==> src/rtl/div_ce_ctrl.sv <==
// div_ce_ctrl
//   Sequences a programmable clock-enable divider. A divide ratio N is loaded
//   over a valid/ready handshake while idle. Once started, the block issues a
//   one-cycle `ce` strobe every N cycles and counts strobes in `po_cnt`. On
//   stop, the in-flight period is allowed to finish, so the last period is
//   always a full N cycles. Downstream logic stays on `clk` and qualifies its
//   work with `ce` instead of using a derived clock.
//
// Parameters
//   DIV_W   width of the divide-ratio field
//   DEF_DIV divide ratio loaded at reset
//   CNT_W   width of the strobe counter po_cnt
//
// Ports
//   clk        clock
//   rst        synchronous active-high reset
//   cfg_valid  config request
//   cfg_div    requested divide ratio (0 is treated as 1)
//   cfg_ready  config accepted when high together with cfg_valid (idle only)
//   start      begin run (single-cycle command)
//   stop       end run after the current period (single-cycle command)
//   busy       high whenever the controller is not idle
//   ce         one-cycle enable strobe, once per N cycles
//   po_cnt     number of issued ce strobes, modulo 2^CNT_W
//   clk_sq     (only with DIV_SQ_OUT_EN) registered square wave, data only:
//              low for ceil(N/2) cycles, then high for floor(N/2) cycles
//
// Optional feature macro: DIV_SQ_OUT_EN
module div_ce_ctrl #(
  parameter int DIV_W   = 8,
  parameter int DEF_DIV = 4,
  parameter int CNT_W   = 2
) (
  input  logic             clk,
  input  logic             rst,
  input  logic             cfg_valid,
  input  logic [DIV_W-1:0] cfg_div,
  output logic             cfg_ready,
  input  logic             start,
  input  logic             stop,
  output logic             busy,
  output logic             ce,
  output logic [CNT_W-1:0] po_cnt
`ifdef DIV_SQ_OUT_EN
  ,
  output logic             clk_sq
`endif
);

  typedef enum logic [1:0] {
    IDLE  = 2'd0,
    RUN   = 2'd1,
    DRAIN = 2'd2
  } state_t;

  state_t           state, state_next;
  logic [DIV_W-1:0] div_reg, div_next;
  logic [DIV_W-1:0] div_cnt, cnt_next;
  logic             ce_next;
  logic [CNT_W-1:0] po_next;
  logic             wrap;

  assign cfg_ready = (state == IDLE);
  assign busy      = (state != IDLE);

  // Last cycle of the current period; div_reg is never 0, so N-1 is safe.
  assign wrap = (div_cnt == div_reg - 1'b1);

  // NOTE: every signal assigned in this block gets a default first, so no
  // path can leave one unassigned and infer a latch.
  always_comb begin
    state_next = state;
    div_next   = div_reg;
    cnt_next   = div_cnt;
    ce_next    = 1'b0;
    po_next    = po_cnt;

    if (cfg_valid && cfg_ready) begin
      div_next = (cfg_div == '0) ? DIV_W'(1) : cfg_div;
    end

    case (state)
      IDLE: begin
        cnt_next = '0;
        if (start) state_next = RUN;
      end
      RUN: begin
        cnt_next = wrap ? '0 : div_cnt + 1'b1;
        if (wrap) begin
          ce_next = 1'b1;
          po_next = po_cnt + 1'b1;
        end
        // stop has priority over a simultaneous start (start is ignored here)
        if (stop) state_next = wrap ? IDLE : DRAIN;
      end
      DRAIN: begin
        cnt_next = wrap ? '0 : div_cnt + 1'b1;
        if (wrap) begin
          ce_next    = 1'b1;
          po_next    = po_cnt + 1'b1;
          state_next = IDLE;
        end
      end
      default: begin
        // Unused encoding 3 recovers to IDLE.
        state_next = IDLE;
        cnt_next   = '0;
      end
    endcase
  end

  // NOTE: sequential state uses non-blocking assignments so every register
  // samples pre-edge values regardless of statement order.
  always_ff @(posedge clk) begin
    if (rst) begin
      state   <= IDLE;
      div_reg <= DIV_W'(DEF_DIV);
      div_cnt <= '0;
      ce      <= 1'b0;
      po_cnt  <= '0;
    end else begin
      state   <= state_next;
      div_reg <= div_next;
      div_cnt <= cnt_next;
      ce      <= ce_next;
      po_cnt  <= po_next;
    end
  end

`ifdef DIV_SQ_OUT_EN
  // ceil(N/2): the count value at which the square wave goes high. One extra
  // bit avoids overflow when N is at its maximum.
  logic [DIV_W:0] half_n;
  assign half_n = ({1'b0, div_reg} + 1'b1) >> 1;

  // Registered from the next count value, so it falls on the same edge that
  // raises ce (count returns to 0) and is 0 whenever the next state is IDLE.
  // For N=1 the next count is always 0, which is below ceil(1/2)=1.
  always_ff @(posedge clk) begin
    if (rst) begin
      clk_sq <= 1'b0;
    end else begin
      clk_sq <= (state_next != IDLE) && ({1'b0, cnt_next} >= half_n);
    end
  end
`endif

endmodule
==> config.mk <==
export PLATFORM = sky130hd
export DESIGN_NAME = div_ce_ctrl
export DESIGN_NICKNAME = d
export VERILOG_FILES = /design/src/rtl/div_ce_ctrl.sv
export SDC_FILE = /design/constraint.sdc
export NUM_CORES = 1
export LEC_CHECK = 0
export ABC_AREA = 1
export CAP_MARGIN = 10
export CORE_MARGIN = 2
export CORE_UTILIZATION = 52
export DETAILED_ROUTE_END_ITERATION = 7
export PLACE_DENSITY = 0.77
export RECOVER_POWER = 50
export SLEW_MARGIN = 25
export SYNTH_ARGS = -nofsm -noshare
export SYNTH_HDL_FRONTEND = slang
export SYNTH_SLANG_ARGS = --single-unit
==> constraint.sdc <==
create_clock -name clk -period 2.52 [get_ports clk]
set_clock_uncertainty 0.15 [all_clocks]
set_input_delay 0.504 -clock clk [delete_from_list [all_inputs] [get_ports clk]]
set_output_delay 0.504 -clock clk [all_outputs]
set_load 0.02 [all_outputs]
### After elaboration in Yosys (flattened, before gate mapping)

Cells that the tools add are included.

| word-level totals | value |
|---|---|
| register bits after elaboration | 21 |
| output and inout port bits | 5 |

| operators by class | value |
|---|---|
| $add $sub $neg | 3 |
| equal/unequal tests | 6 |
| muxes and demuxes | 7 |
| bitwise gates (word level) | 1 |
| reduce and logical (&&, ||, !) cells | 9 |

Operator list:

| cell | number |
|---|---|
| adder 8 x 1 -> 8 bit (second input constant) | 1 |
| == test 8 bit | 1 |
| zero test 8 bit | 1 |
| 2-to-1 mux 2 bit | 4 |
| 2-to-1 mux 8 bit | 1 |
| subtractor 8 x 1 -> 8 bit (second input constant) | 1 |
| one-hot mux 2 bit (3 select lines) | 1 |
| != test 2 bit (second input constant) | 2 |
| OR reduction 2 bit | 2 |
| AND reduction 3 bit | 1 |
| OR reduction 3 bit | 1 |
| adder 2 x 1 -> 2 bit (second input constant) | 1 |
| == test 2 x 1 -> 1 bit (second input constant) | 1 |
| == test 2 bit (second input constant) | 1 |
| zero test 2 bit | 1 |
| != test 2 x 1 -> 1 bit (second input constant) | 1 |
| AND reduction 2 bit | 1 |
| nonzero test 2 bit | 1 |
| logical AND 1 bit | 1 |
| 2-to-1 mux 1 bit | 1 |
| NOT 1 bit | 1 |

### Depth between registers and ports, before layout

| depth | value |
|---|---|
| depth after elaboration | 5 |
| depth in mapped cells | 15 |

### Worst setup path before layout

No wires, ideal clock.

| path | value |
|---|---|
| path type | register -> register |
| start point | register div_reg[0] |
| end point | register state[1] |
| library setup time | 113 ps |
| arrival | 1487 ps |
| data required time | 2257 ps |
| path slack | 770 ps |
| stages on the path, launching flop included | 15 |
| path buffers | 0 |
| clock period less this slack | 1750 ps |
| cells stage by stage | dfxtp_1 > inv_2 > ha_1 > nand2_1 > inv_1 > nor2_1 > nand2_1 > nor2_1 > nand2_1 > nor2_2 > nand2_4 > inv_1 > nor2_1 > nor2_1 > nor2_1 |

| between the ends | value |
|---|---|
| longest elaborated chain between the ends | 5 |

Ends and longest elaborated chain:

| element | line | text |
|---|---|---|
| start: declaration | 57 | `logic [DIV_W-1:0] div_reg, div_next;` |
| start signal: assignment | 117 | `div_reg <= DIV_W'(DEF_DIV);` |
| start signal: assignment | 123 | `div_reg <= div_next;` |
| subtractor 8 x 1 -> 8 bit (*) | 67 | `assign wrap = (div_cnt == div_reg - 1'b1);` |
| == test 8 bit (*) | 67 |  |
| 2-to-1 mux 2 bit (2 in a row) | 94 | `if (stop) state_next = wrap ? IDLE : DRAIN;` |
| one-hot mux 2 bit (3 select lines) | 82 | `case (state)` |
| end signal: assignment | 122 | `state <= state_next;` |
| end: declaration | 56 | `state_t state, state_next;` |

Every way passes the cells marked *; elsewhere a longest branch is shown, timed or not. The select of a mux whose other input is x is not followed.
A chain may end at the register's enable or synchronous reset.

### Worst setup path in the final report

| path | value |
|---|---|
| start point | register state[0] |
| end point | output port busy |

| between the ends | value |
|---|---|
| longest elaborated chain between the ends | 1 |

Ends and longest elaborated chain:

| element | line | text |
|---|---|---|
| nonzero test 2 bit | 64 | `assign busy = (state != IDLE);` |
| end: declaration | 41 | `output logic busy,` |

No other way between the ends.

==> results.cfg <==
[yosys]
yosysSeqAreaShare = 0.351
ys.warnings.count = 0
synth.net_count = 193
yosys_register_bits = 21
yosys-top-cells-area = sky130_fd_sc_hd__dfxtp_1, sky130_fd_sc_hd__nand2_1, sky130_fd_sc_hd__nor2_1, sky130_fd_sc_hd__inv_1, sky130_fd_sc_hd__ha_1
synthCells = 175
synth_top_area_share = 0.351
yosys.cell_types.count = 25
synthesis.area_sq_um = 1200
synth_area_per_cell_sq_um = 6.84
post-synth-top-area-cell = sky130_fd_sc_hd__dfxtp_1

[critical_path]
timing.setup.critical_path_class = reg2out
timing.critical_path.arrival_ns = 1.66
required_ns = 1.87
r2r_cells = 12
critPathCaptureType = primary output
cp_max_fo = 4
worstSetupStartpointType = register

[power]
power.total_mw = 1.27
power-per-cell-area_nw_per_um2 = 899
ir_worst_vdd_mv = 0.720
cellLeakagePower_nw = 0.646

[routing]
detail_route.wl_per_cell_um = 11.0
routed_via_density = 5.04
routed-via-count = 1123
drt_pass1_iterations = 4
initialDrtViolationCount = 16
route.antenna.remaining_nets = 0
detail_route.wirelength_um = 2450
post-route-drc-count = 0

[place]
place_congestion = 0.831
post_dp_cell_area_sq_um = 1400
hpwl_um = 2020
buffer_ports.inserted = 17
numPlacedInstances = 219

[clocking]
clk_lat_worst_skew_ns = 0.30
cts.sinks = 21
clock_tree_from_tritoncts = done
root_buffer = sky130_fd_sc_hd__clkbuf_4
cts.clk_slew.worst_paths_ns = 0.11
post-cts-setup-buffer-count = 0
cts-buffers-inserted = 3
cts.hold.buffers_added = 0
htree_levels = 1
cts-root-to-sink-buffers = 2
cts_resized = 0

[floorplan]
core_area_sq_um = 2190
floorplan.initialDensity = 0.547
die-area_sq_um = 2700
ioPinCount = 18
placement_rows = 17
floorplan.die.height_um = 52.0
die_width_um = 52.0

[timing]
finalHoldViolCount = 0
slew-limit-headroom = 0.755
slew_violations = 0
timing_worst_slew_pin_value_ns = 0.366
max_freq_ghz = 0.432
hold-worst-slack_ns = 0.348
rsz0062_at_grt = no
finalSetupTns_ns = 0
fin_crit_sh = 0.918
period_needed_ns = 2.31
setup_violations = 0

[cells_and_area]
design.final.nets = 214
drive_gt1_frac = 0.0821
diodes_inserted = 0
seqCellArea_sq_um = 420
multi_input_comb_area_sq_um = 661
synthesis_to_layout_area_growth_pct = 17.9
post-route-cell-area_sq_um = 1410
stdcell_count = 223
fillCellCount = 200

[global_route]
first_global_vias = 1033
largest_net_degree_at_the_start_of_global_routing = 14
grt_usage = 0.215
grt_first_pass_wirelength_um = 4280
grt.overflow.total = 0
initial_antenna_violation_count = 0

[hold_path]
min_delay_path_depth = 2
worstHoldPathType = reg2reg

[run]
maxCapViolations = 0

[run_status]
run_status = complete, no violations
## area by class of cell
class | count | share of cell area
flip-flops and latches | 21 | 0.298
inverters | 26 | 0.0691
clock inverters | 1 | 0.00355
repair buffers | 17 | 0.121
clock buffers | 3 | 0.0160
well taps | 28 | 0.0248
multi-input cells | 127 | 0.468
## synthesized netlist by cell type, drive strengths merged
cell type,number
a211oi,2
nand2,49
clkbuf,1
nor3b,2
o211ai,1
nor2,30
nor4,1
o22ai,1
o21ai,7
dfxtp,21
inv,25
ha,5
clkinv,1
xor2,6
a21oi,6
xnor2,2
nand4,1
nor3,3
nand3,11
## critical path, cell delays in order (launching register included)
cell	delay, ns
sky130_fd_sc_hd__dfxtp_1	0.36
sky130_fd_sc_hd__inv_1	0.07
sky130_fd_sc_hd__ha_1	0.23
sky130_fd_sc_hd__inv_1	0.09
sky130_fd_sc_hd__clkdlybuf4s50_1	0.60
## cells in the final DEF (no fill, tap or decap)
cell type and n:
sky130_fd_sc_hd__nand2_1 43, sky130_fd_sc_hd__dfxtp_1 21, sky130_fd_sc_hd__o211ai_1 1, sky130_fd_sc_hd__nor2_1 26, sky130_fd_sc_hd__xnor2_1 2, sky130_fd_sc_hd__inv_2 2
sky130_fd_sc_hd__nor4_1 1, sky130_fd_sc_hd__clkinv_2 1, sky130_fd_sc_hd__a211oi_1 2, sky130_fd_sc_hd__nand4_1 1, sky130_fd_sc_hd__clkinv_1 1, sky130_fd_sc_hd__dlygate4sd3_1 3
sky130_fd_sc_hd__clkbuf_4 3, sky130_fd_sc_hd__nand2_2 3, sky130_fd_sc_hd__nor3_1 3, sky130_fd_sc_hd__o21ai_1 1, sky130_fd_sc_hd__nor3b_1 2, sky130_fd_sc_hd__inv_1 23
sky130_fd_sc_hd__ha_1 5, sky130_fd_sc_hd__clkdlybuf4s50_1 14, sky130_fd_sc_hd__o21ai_0 6, sky130_fd_sc_hd__xor2_1 6, sky130_fd_sc_hd__a21oi_1 6, sky130_fd_sc_hd__o22ai_1 1
sky130_fd_sc_hd__nor2_2 4, sky130_fd_sc_hd__nand3_1 11, sky130_fd_sc_hd__nand2_4 3
## logic make-up (layout without fill, tap and decap cells)
group	after synthesis	count (layout)	share of synthesized area
buffers and inverters	27	47	0.0846
DFF	21	21	0.351
AOI/OAI and AO/OA	17	17	0.0784
xor gates and xnor gates	8	8	0.0585
and+or+nand+nor	97	97	0.375
adders and majority gates	5	5	0.0522
## routing by layer
layer | vias up | track usage | share of wire
li1 | 595 | - | -
met1 | 492 | 0.246 | 0.46
met2 | 28 | 0.373 | 0.48
met3 | 8 | 0.0575 | 0.046
met4 | 0 | 0.0877 | 0.018
met5 | - | 0 | 0
## path summary, 6_finish.rpt
path | from | endpoint | slack, ns
worst min register to register | div_reg[6] | div_reg[6] | 0.35
worst max register to register | div_reg[0] | div_cnt[3] | 0.43
worst max-delay path | state[0] | busy | 0.21
worst min-delay path | div_reg[6] | div_reg[6] | 0.35
## through the flow
step	worst slack (ns)	util
floorplan	0.770	-
global placement	0.597	0.638
detailed placement	0.549	0.638
CTS	0.198	0.651
global route	0.119	0.644
finish	0.207	0.644
## power breakdown
group | switching (mW) | total, mW | internal, mW
Sequential | 0.0612 | 0.459 | 0.398
Clock | 0.102 | 0.161 | 0.0593
Combinational | 0.399 | 0.649 | 0.250
No activity file was read; power rests on OpenSTA's default activity.
